<file path="src/rtl/led_pkg.sv">
// led_pkg: shared mode encoding and counter-width helper for the LED blocks
package led_pkg;
  typedef enum logic [1:0] {
    MODE_OFF     = 2'd0,
    MODE_MARQUEE = 2'd1,
    MODE_BLINK   = 2'd2,
    MODE_BREATHE = 2'd3
  } mode_t;
  function automatic int cnt_w(input int n);
    return (n < 2) ? 1 : $clog2(n);
  endfunction
endpackage

</file>
<file path="src/rtl/btn_debounce.sv">
// btn_debounce: synchronise, debounce and edge-detect a raw push-button
module btn_debounce
  import led_pkg::*;
#(
  parameter int DEBOUNCE_CYCLES = 2_000_000
) (
  input  logic clk,
  input  logic rst,
  input  logic i_btn,
  output logic o_rise
);
  localparam int CW = cnt_w(DEBOUNCE_CYCLES);
  localparam logic [CW-1:0] CNT_MAX = CW'(DEBOUNCE_CYCLES - 1);
  logic [1:0]    r_sync;
  logic [CW-1:0] r_cnt;
  logic          r_level;
  logic          r_level_d;
  always_ff @(posedge clk or posedge rst) begin
    if (rst) begin
      r_sync    <= '0;
      r_cnt     <= '0;
      r_level   <= 1'b0;
      r_level_d <= 1'b0;
    end else begin
      r_sync    <= {r_sync[0], i_btn};
      r_level_d <= r_level;
      if (r_sync[1] == r_level) r_cnt <= '0;
      else if (r_cnt == CNT_MAX) begin
        r_cnt   <= '0;
        r_level <= r_sync[1];
      end else r_cnt <= r_cnt + 1'b1;
    end
  end
  assign o_rise = r_level & ~r_level_d;
endmodule

</file>
<file path="src/rtl/led_mode_ctrl.sv">
// led_mode_ctrl: LED bank sequencer with marquee, blink and breathe patterns
module led_mode_ctrl
  import led_pkg::*;
#(
  parameter int NUM_LEDS        = 4,
  parameter int STEP_CYCLES     = 50_000_000,
  parameter int DEBOUNCE_CYCLES = 2_000_000,
  parameter int PWM_BITS        = 8,
  parameter int BREATH_DIV      = 390_625
) (
  input  logic                clk,
  input  logic                rst,
  input  logic                btn_mode,
  input  logic                enable,
  output logic [NUM_LEDS-1:0] leds,
  output logic [1:0]          mode,
  output logic                step_tick
);
  localparam int PW = cnt_w(STEP_CYCLES);
  localparam int BW = cnt_w(BREATH_DIV);
  localparam logic [PW-1:0] PRE_MAX = PW'(STEP_CYCLES - 1);
  localparam logic [BW-1:0] BDIV_MAX = BW'(BREATH_DIV - 1);
  localparam logic [PWM_BITS-1:0] DUTY_MAX = '1;
  mode_t               r_mode;
  mode_t               w_mode_nxt;
  logic                w_adv;
  logic                w_run;
  logic                w_step;
  logic                w_br;
  logic                w_bterm;
  logic                w_flip;
  logic [NUM_LEDS-1:0] w_leds_nxt;
  logic [PW-1:0]       r_pre;
  logic [BW-1:0]       r_bdiv;
  logic [NUM_LEDS-1:0] r_pat;
  logic [NUM_LEDS-1:0] r_leds;
  logic [PWM_BITS-1:0] r_pwm;
  logic [PWM_BITS-1:0] r_duty;
  logic                r_dir;
  logic                r_phase;
  logic                r_tick;
  btn_debounce #(.DEBOUNCE_CYCLES(DEBOUNCE_CYCLES)) u_btn (
    .clk    (clk),
    .rst    (rst),
    .i_btn  (btn_mode),
    .o_rise (w_adv)
  );
  always_ff @(posedge clk or posedge rst) begin
    if (rst) r_mode <= MODE_MARQUEE;
    else r_mode <= w_mode_nxt;
  end
  always_comb begin
    w_mode_nxt = w_adv ? mode_t'(r_mode + 2'd1) : r_mode;
    w_run      = enable && (r_mode != MODE_OFF);
    w_step     = w_run && (r_pre == PRE_MAX);
    w_br       = enable && (r_mode == MODE_BREATHE);
    w_bterm    = r_bdiv == BDIV_MAX;
    w_flip     = r_dir ? (r_duty == '0) : (r_duty == DUTY_MAX);
    w_leds_nxt = !enable                   ? '0 :
                 r_mode == MODE_MARQUEE    ? r_pat :
                 r_mode == MODE_BLINK      ? {NUM_LEDS{r_phase}} :
                 r_mode == MODE_BREATHE    ? {NUM_LEDS{r_pwm < r_duty}} : '0;
  end
  always_ff @(posedge clk or posedge rst) begin
    if (rst) begin
      r_leds  <= '0;
      r_tick  <= 1'b0;
      r_pre   <= '0;
      r_pat   <= NUM_LEDS'(1);
      r_phase <= 1'b0;
      r_duty  <= '0;
      r_dir   <= 1'b0;
      r_pwm   <= '0;
      r_bdiv  <= '0;
    end else begin
      r_leds <= w_leds_nxt;
      r_tick <= w_step && !w_adv;
      if (w_adv) begin
        r_pre   <= '0;
        r_pat   <= NUM_LEDS'(1);
        r_phase <= 1'b0;
        r_duty  <= '0;
        r_dir   <= 1'b0;
        r_pwm   <= '0;
        r_bdiv  <= '0;
      end else begin
        if (w_run) r_pre <= w_step ? '0 : r_pre + 1'b1;
        if (w_step) begin
          r_pat   <= {r_pat[NUM_LEDS-2:0], r_pat[NUM_LEDS-1]};
          r_phase <= ~r_phase;
        end
        if (w_br) begin
          r_pwm  <= r_pwm + 1'b1;
          r_bdiv <= w_bterm ? '0 : r_bdiv + 1'b1;
          if (w_bterm) begin
            r_dir  <= r_dir ^ w_flip;
            r_duty <= (r_dir ^ w_flip) ? r_duty - 1'b1 : r_duty + 1'b1;
          end
        end
      end
    end
  end
  assign leds      = r_leds;
  assign mode      = r_mode;
  assign step_tick = r_tick;
endmodule

</file>
<file path="config.mk">
export PLATFORM = sky130hd
export DESIGN_NAME = led_mode_ctrl
export DESIGN_NICKNAME = d
export VERILOG_FILES = /design/src/rtl/led_pkg.sv /design/src/rtl/btn_debounce.sv /design/src/rtl/led_mode_ctrl.sv
export SDC_FILE = /design/constraint.sdc
export NUM_CORES = 1
export LEC_CHECK = 0
export CAP_MARGIN = 25
export CORE_UTILIZATION = 47
export CTS_CLUSTER_DIAMETER = 50
export DETAILED_ROUTE_END_ITERATION = 10
export DONT_BUFFER_PORTS = 1
export SYNTH_ARGS = -nofsm -noshare
export SYNTH_HDL_FRONTEND = slang
export SYNTH_SLANG_ARGS = --single-unit
</file>
<file path="constraint.sdc">
create_clock -name clk -period 4.06 [get_ports clk]
set_input_delay 1.218 -clock clk [delete_from_list [all_inputs] [get_ports clk]]
set_output_delay 1.218 -clock clk [all_outputs]
set_load 0.01 [all_outputs]
</file>
==> impl_metrics.csv <==
group,metric,value,unit
power,post-layout-total-power,1840,uW
worst_setup_path,worstSetupStartpointType,"flop",
power,max-vdd-ir-drop,0.000407,V
worst_setup_path,critPathKind,"reg2reg",
worst_setup_path,timing.critical_path.slowest_stage_cell,"sky130_fd_sc_hd__dfrtp_1",
logic_synthesis,yosys_most_used_dff,"sky130_fd_sc_hd__dfrtp_1",
global_routing,grt_max_degree,80,
logic_synthesis,cell_type_contributing_the_most_total_cell_area_after_synthesis,"sky130_fd_sc_hd__dfrtp_1",
logic_synthesis,synthesis.nets,604,
clock_tree,cts_tree,"yes",
layout,layout-area-overhead-vs-synth,8.08,%
layout,leading_cell_type_in_the_layout_fill_and_taps_excluded,"sky130_fd_sc_hd__dfrtp_1",
layout,mostFrequentLayoutCells,"sky130_fd_sc_hd__dfrtp_1 (97), sky130_fd_sc_hd__nor2_1 (85), sky130_fd_sc_hd__nand2_1 (49)",
timing,slew_viol_final,0,
worst_setup_path,worst_r2r_path_depth,10,
global_routing,globalRouteTotalUtil,0.202,
layout,drive_gt1_frac,0.0616,
route,drc,0,
timing,max_freq,367,MHz
logic_synthesis,post_synthesis_instance_total,577,
power,leakagePower,0.00262,uW
power,pwr-share-clk,0.442,
timing,final_min_period_over_clock_period,0.672,
power,relative_contribution_of_sequential_cells_to_total_power,0.539,
power,share_comb_of_total_power,0.018,
clock_tree,hold_buffers,0,
logic_synthesis,post_synth_instance_area,0.00542,sq mm
clock_tree,h-tree-depth,3,
floorplanning,die_height,109,um
layout,num_antenna_cells,0,
floorplanning,placementRows,38,
worst_hold_path,min_delay_worst_type,"reg2reg",
route,drtAntennaViolNets,0,
timing,maxSlewHeadroom,0.505,
timing,finalHoldViolations,0,
clock_tree,cts_resized,0,
timing,timing.setup.tns,0,ps
timing,hold_ws,350,ps
floorplanning,floorplan.initialDensity,0.491,
place,hpwlAfterDp,7270,um
worst_setup_path,worst_path_required,4280,ps
logic_synthesis,ys.warnings.count,0,
logic_synthesis,share_of_flip_flops_with_an_asynchronous_set_or_reset_after_synthesis,1.00,
worst_setup_path,worst_r2r_startpoint,"r_duty[5]$_DFFE_PP0P_",
worst_setup_path,critPathBufInv,1,
power,switching_share,0.214,
layout,layout_nets,606,
logic_synthesis,synth_top_area_frac,0.448,
logic_synthesis,synth.top_cells.by_area,"sky130_fd_sc_hd__dfrtp_1 (45%), sky130_fd_sc_hd__xor2_1 (6.1%), sky130_fd_sc_hd__nor2_1 (5.9%)",
worst_setup_path,critPathCaptureType,"flop",
worst_setup_path,critical_path.startpoint,"r_duty[5]$_DFFE_PP0P_",
timing,period_minus_slack,2730,ps
timing,pnr_worst_setup_slack,1330,ps
worst_setup_path,timing.critical_path.fanout_max,6,
global_routing,grt_antenna_before_repair,0,
worst_setup_path,timing.critical_path.max_delay_family,"compound AO/OA/AOI/OAI gates",
route,routed_wire_length,10700,um
logic_synthesis,post_synthesis_area_per_instance,9.39,sq um
worst_setup_path,rrSetupSlack,1330,ps
clock_tree,clock_sinks,99,
run_status,status,"complete, no violations",
global_routing,grt_pass1_vias,3914,
layout,layoutNonFillerInstCount,724,
clock_tree,clk_path_buf_depth,2,
place,dpl_worst_slack,1220,ps
worst_setup_path,critical_path_depth,10,
clock_tree,post_cts.repair.setup_buffers,0,
floorplanning,die_x,109,um
logic_synthesis,synth.yosys.seq_area_share,0.458,
timing,setup_viol,0,
flow_run,maxcap_violations,0,
worst_setup_path,worstPathCellList,"nand4_1 -> o21bai_1 -> nand2_1 -> inv_1 -> ha_1 -> nor2b_1 -> o31a_1 -> o21ai_0 -> a21oi_1 -> a2111oi_1",
floorplanning,core-area,0.0110,sq mm
clock_tree,cts_root_buffer,"sky130_fd_sc_hd__clkbuf_16",
power,netSwitchingPower,395,uW
floorplanning,design.die.area,0.0120,sq mm
logic_synthesis,number_of_enable_type_register_cells_in_the_synthesized_netlist,0,
clock_tree,clock_latency,350,ps
route,drt-vias-per-instance,5.60,
place,place.detailed.instances,707,
global_routing,globalRouteOverflowTotal,0,
power,power_per_unit_of_standard_cell_area,315,mW/mm^2
worst_setup_path,rr_endpoint,"r_duty[6]$_DFFE_PP0P_",
place,io_buffer_count,0,
power,internal-power,1450,uW
timing,worst_slew_pin_slew,742,ps
route,vias,4055,
worst_setup_path,endpoint,"r_duty[6]$_DFFE_PP0P_",
timing,grt_setup_unrepaired,"false",
clock_tree,clkTransAtPathRegs,60,ps
worst_setup_path,critPathMaxStageDelay,440,ps
place,globalplace.congestion,0.807,
logic_synthesis,ys_ff_latch,99,
global_routing,grt_first_pass_wirelength,18600,um
worst_setup_path,cp.arrival,2950,ps
route,drt_first_iter_violations,203,
clock_tree,cts_made_buffers,9,
route,detail_route.wl_per_cell,14.8,um
route,dr.pass1.iters,4,
logic_synthesis,synthDistinctLibCells,55,
timing,skew,9.17,ps
floorplanning,number_of_top_level_pins,11,
registers in the layout (all words and copies together) (netlist names):
signal           flops
r_pre               26
u_btn.r_cnt         21
r_bdiv              19
r_duty               8
r_pwm                8
leds                 4
r_pat                4
mode                 2
u_btn.r_sync         2
r_dir                1
r_phase              1
step_tick            1
u_btn.r_level        1
u_btn.r_level_d      1
cell usage after synthesis (all sizes together) (3+ instances only):
library cell,count
dfrtp,97
nor4,14
nand3b,4
xor2,38
ha,22
buf,10
nand2b,5
a211oi,3
xnor2,19
clkbuf,3
nand3,36
or3,5
nor2b,4
and3,6
a21oi,31
nor3,9
or2,4
nand4,36
a21o,6
nor2,86
inv,25
o21ai,18
nand2,51
and2,4
o31ai,4
mux2i,11
power groups by stage:
stage          logic (uW)  clock network, uW  registers (uW)
6_report             34.1                815             994
3_5_place_dp         32.7                  0            1010
4_1_cts              33.0                843             994
2_1_floorplan        24.1                  0            1010
3_3_place_gp         32.6                  0            1010
5_1_grt              40.9                883             994
per-stage QoR:
stage	util	cell area, sq um
final	0.531	5860
after global routing	0.531	5860
after CTS	0.529	5830
after detailed placement	0.504	5550
after global placement	0.504	5550
after floorplan	-	5420
worst min path at each step:
stage                                endpoint                      start  slack, ps  cells past startpoint
finish              u_btn.r_sync[1]$_DFF_PP0_  u_btn.r_sync[0]$_DFF_PP0_        350                      0
global route        u_btn.r_sync[1]$_DFF_PP0_  u_btn.r_sync[0]$_DFF_PP0_        380                      0
detailed placement  u_btn.r_sync[1]$_DFF_PP0_  u_btn.r_sync[0]$_DFF_PP0_        340                      0
floorplan           u_btn.r_sync[1]$_DFF_PP0_  u_btn.r_sync[0]$_DFF_PP0_        330                      0
global placement    u_btn.r_sync[1]$_DFF_PP0_  u_btn.r_sync[0]$_DFF_PP0_        340                      0
CTS                 u_btn.r_sync[1]$_DFF_PP0_  u_btn.r_sync[0]$_DFF_PP0_        350                      0
cell families (layout without fill, tap and decap cells):
kind of cell,count (synthesis),count (layout),share of synthesized area
compound gates,76,76,0.0838
simple gates,272,272,0.260
xor+xnor,57,57,0.0921
mux,12,12,0.0224
fa+ha+maj,23,23,0.0545
buf+inv,38,45,0.0300
flops,99,99,0.458
final cells by class:
cell class	instances	area, sq um
Clock buffer	14	264
Clock inverter	2	12.5
Fill cell	1030	5170
Inverter	25	96.3
Multi-Input combinational cell	440	2780
Sequential cell	99	2480
Tap cell	140	175
Timing Repair Buffer	4	50.0
layer usage:
metal	part of all wire	global-route usage	vias up
met5	0	0	-
met1	0.49	0.266	1980
met4	0.011	0.0562	0
met2	0.46	0.323	46
li1	-	-	2021
met3	0.033	0.0575	8
Power figures use the tool's default switching activity.
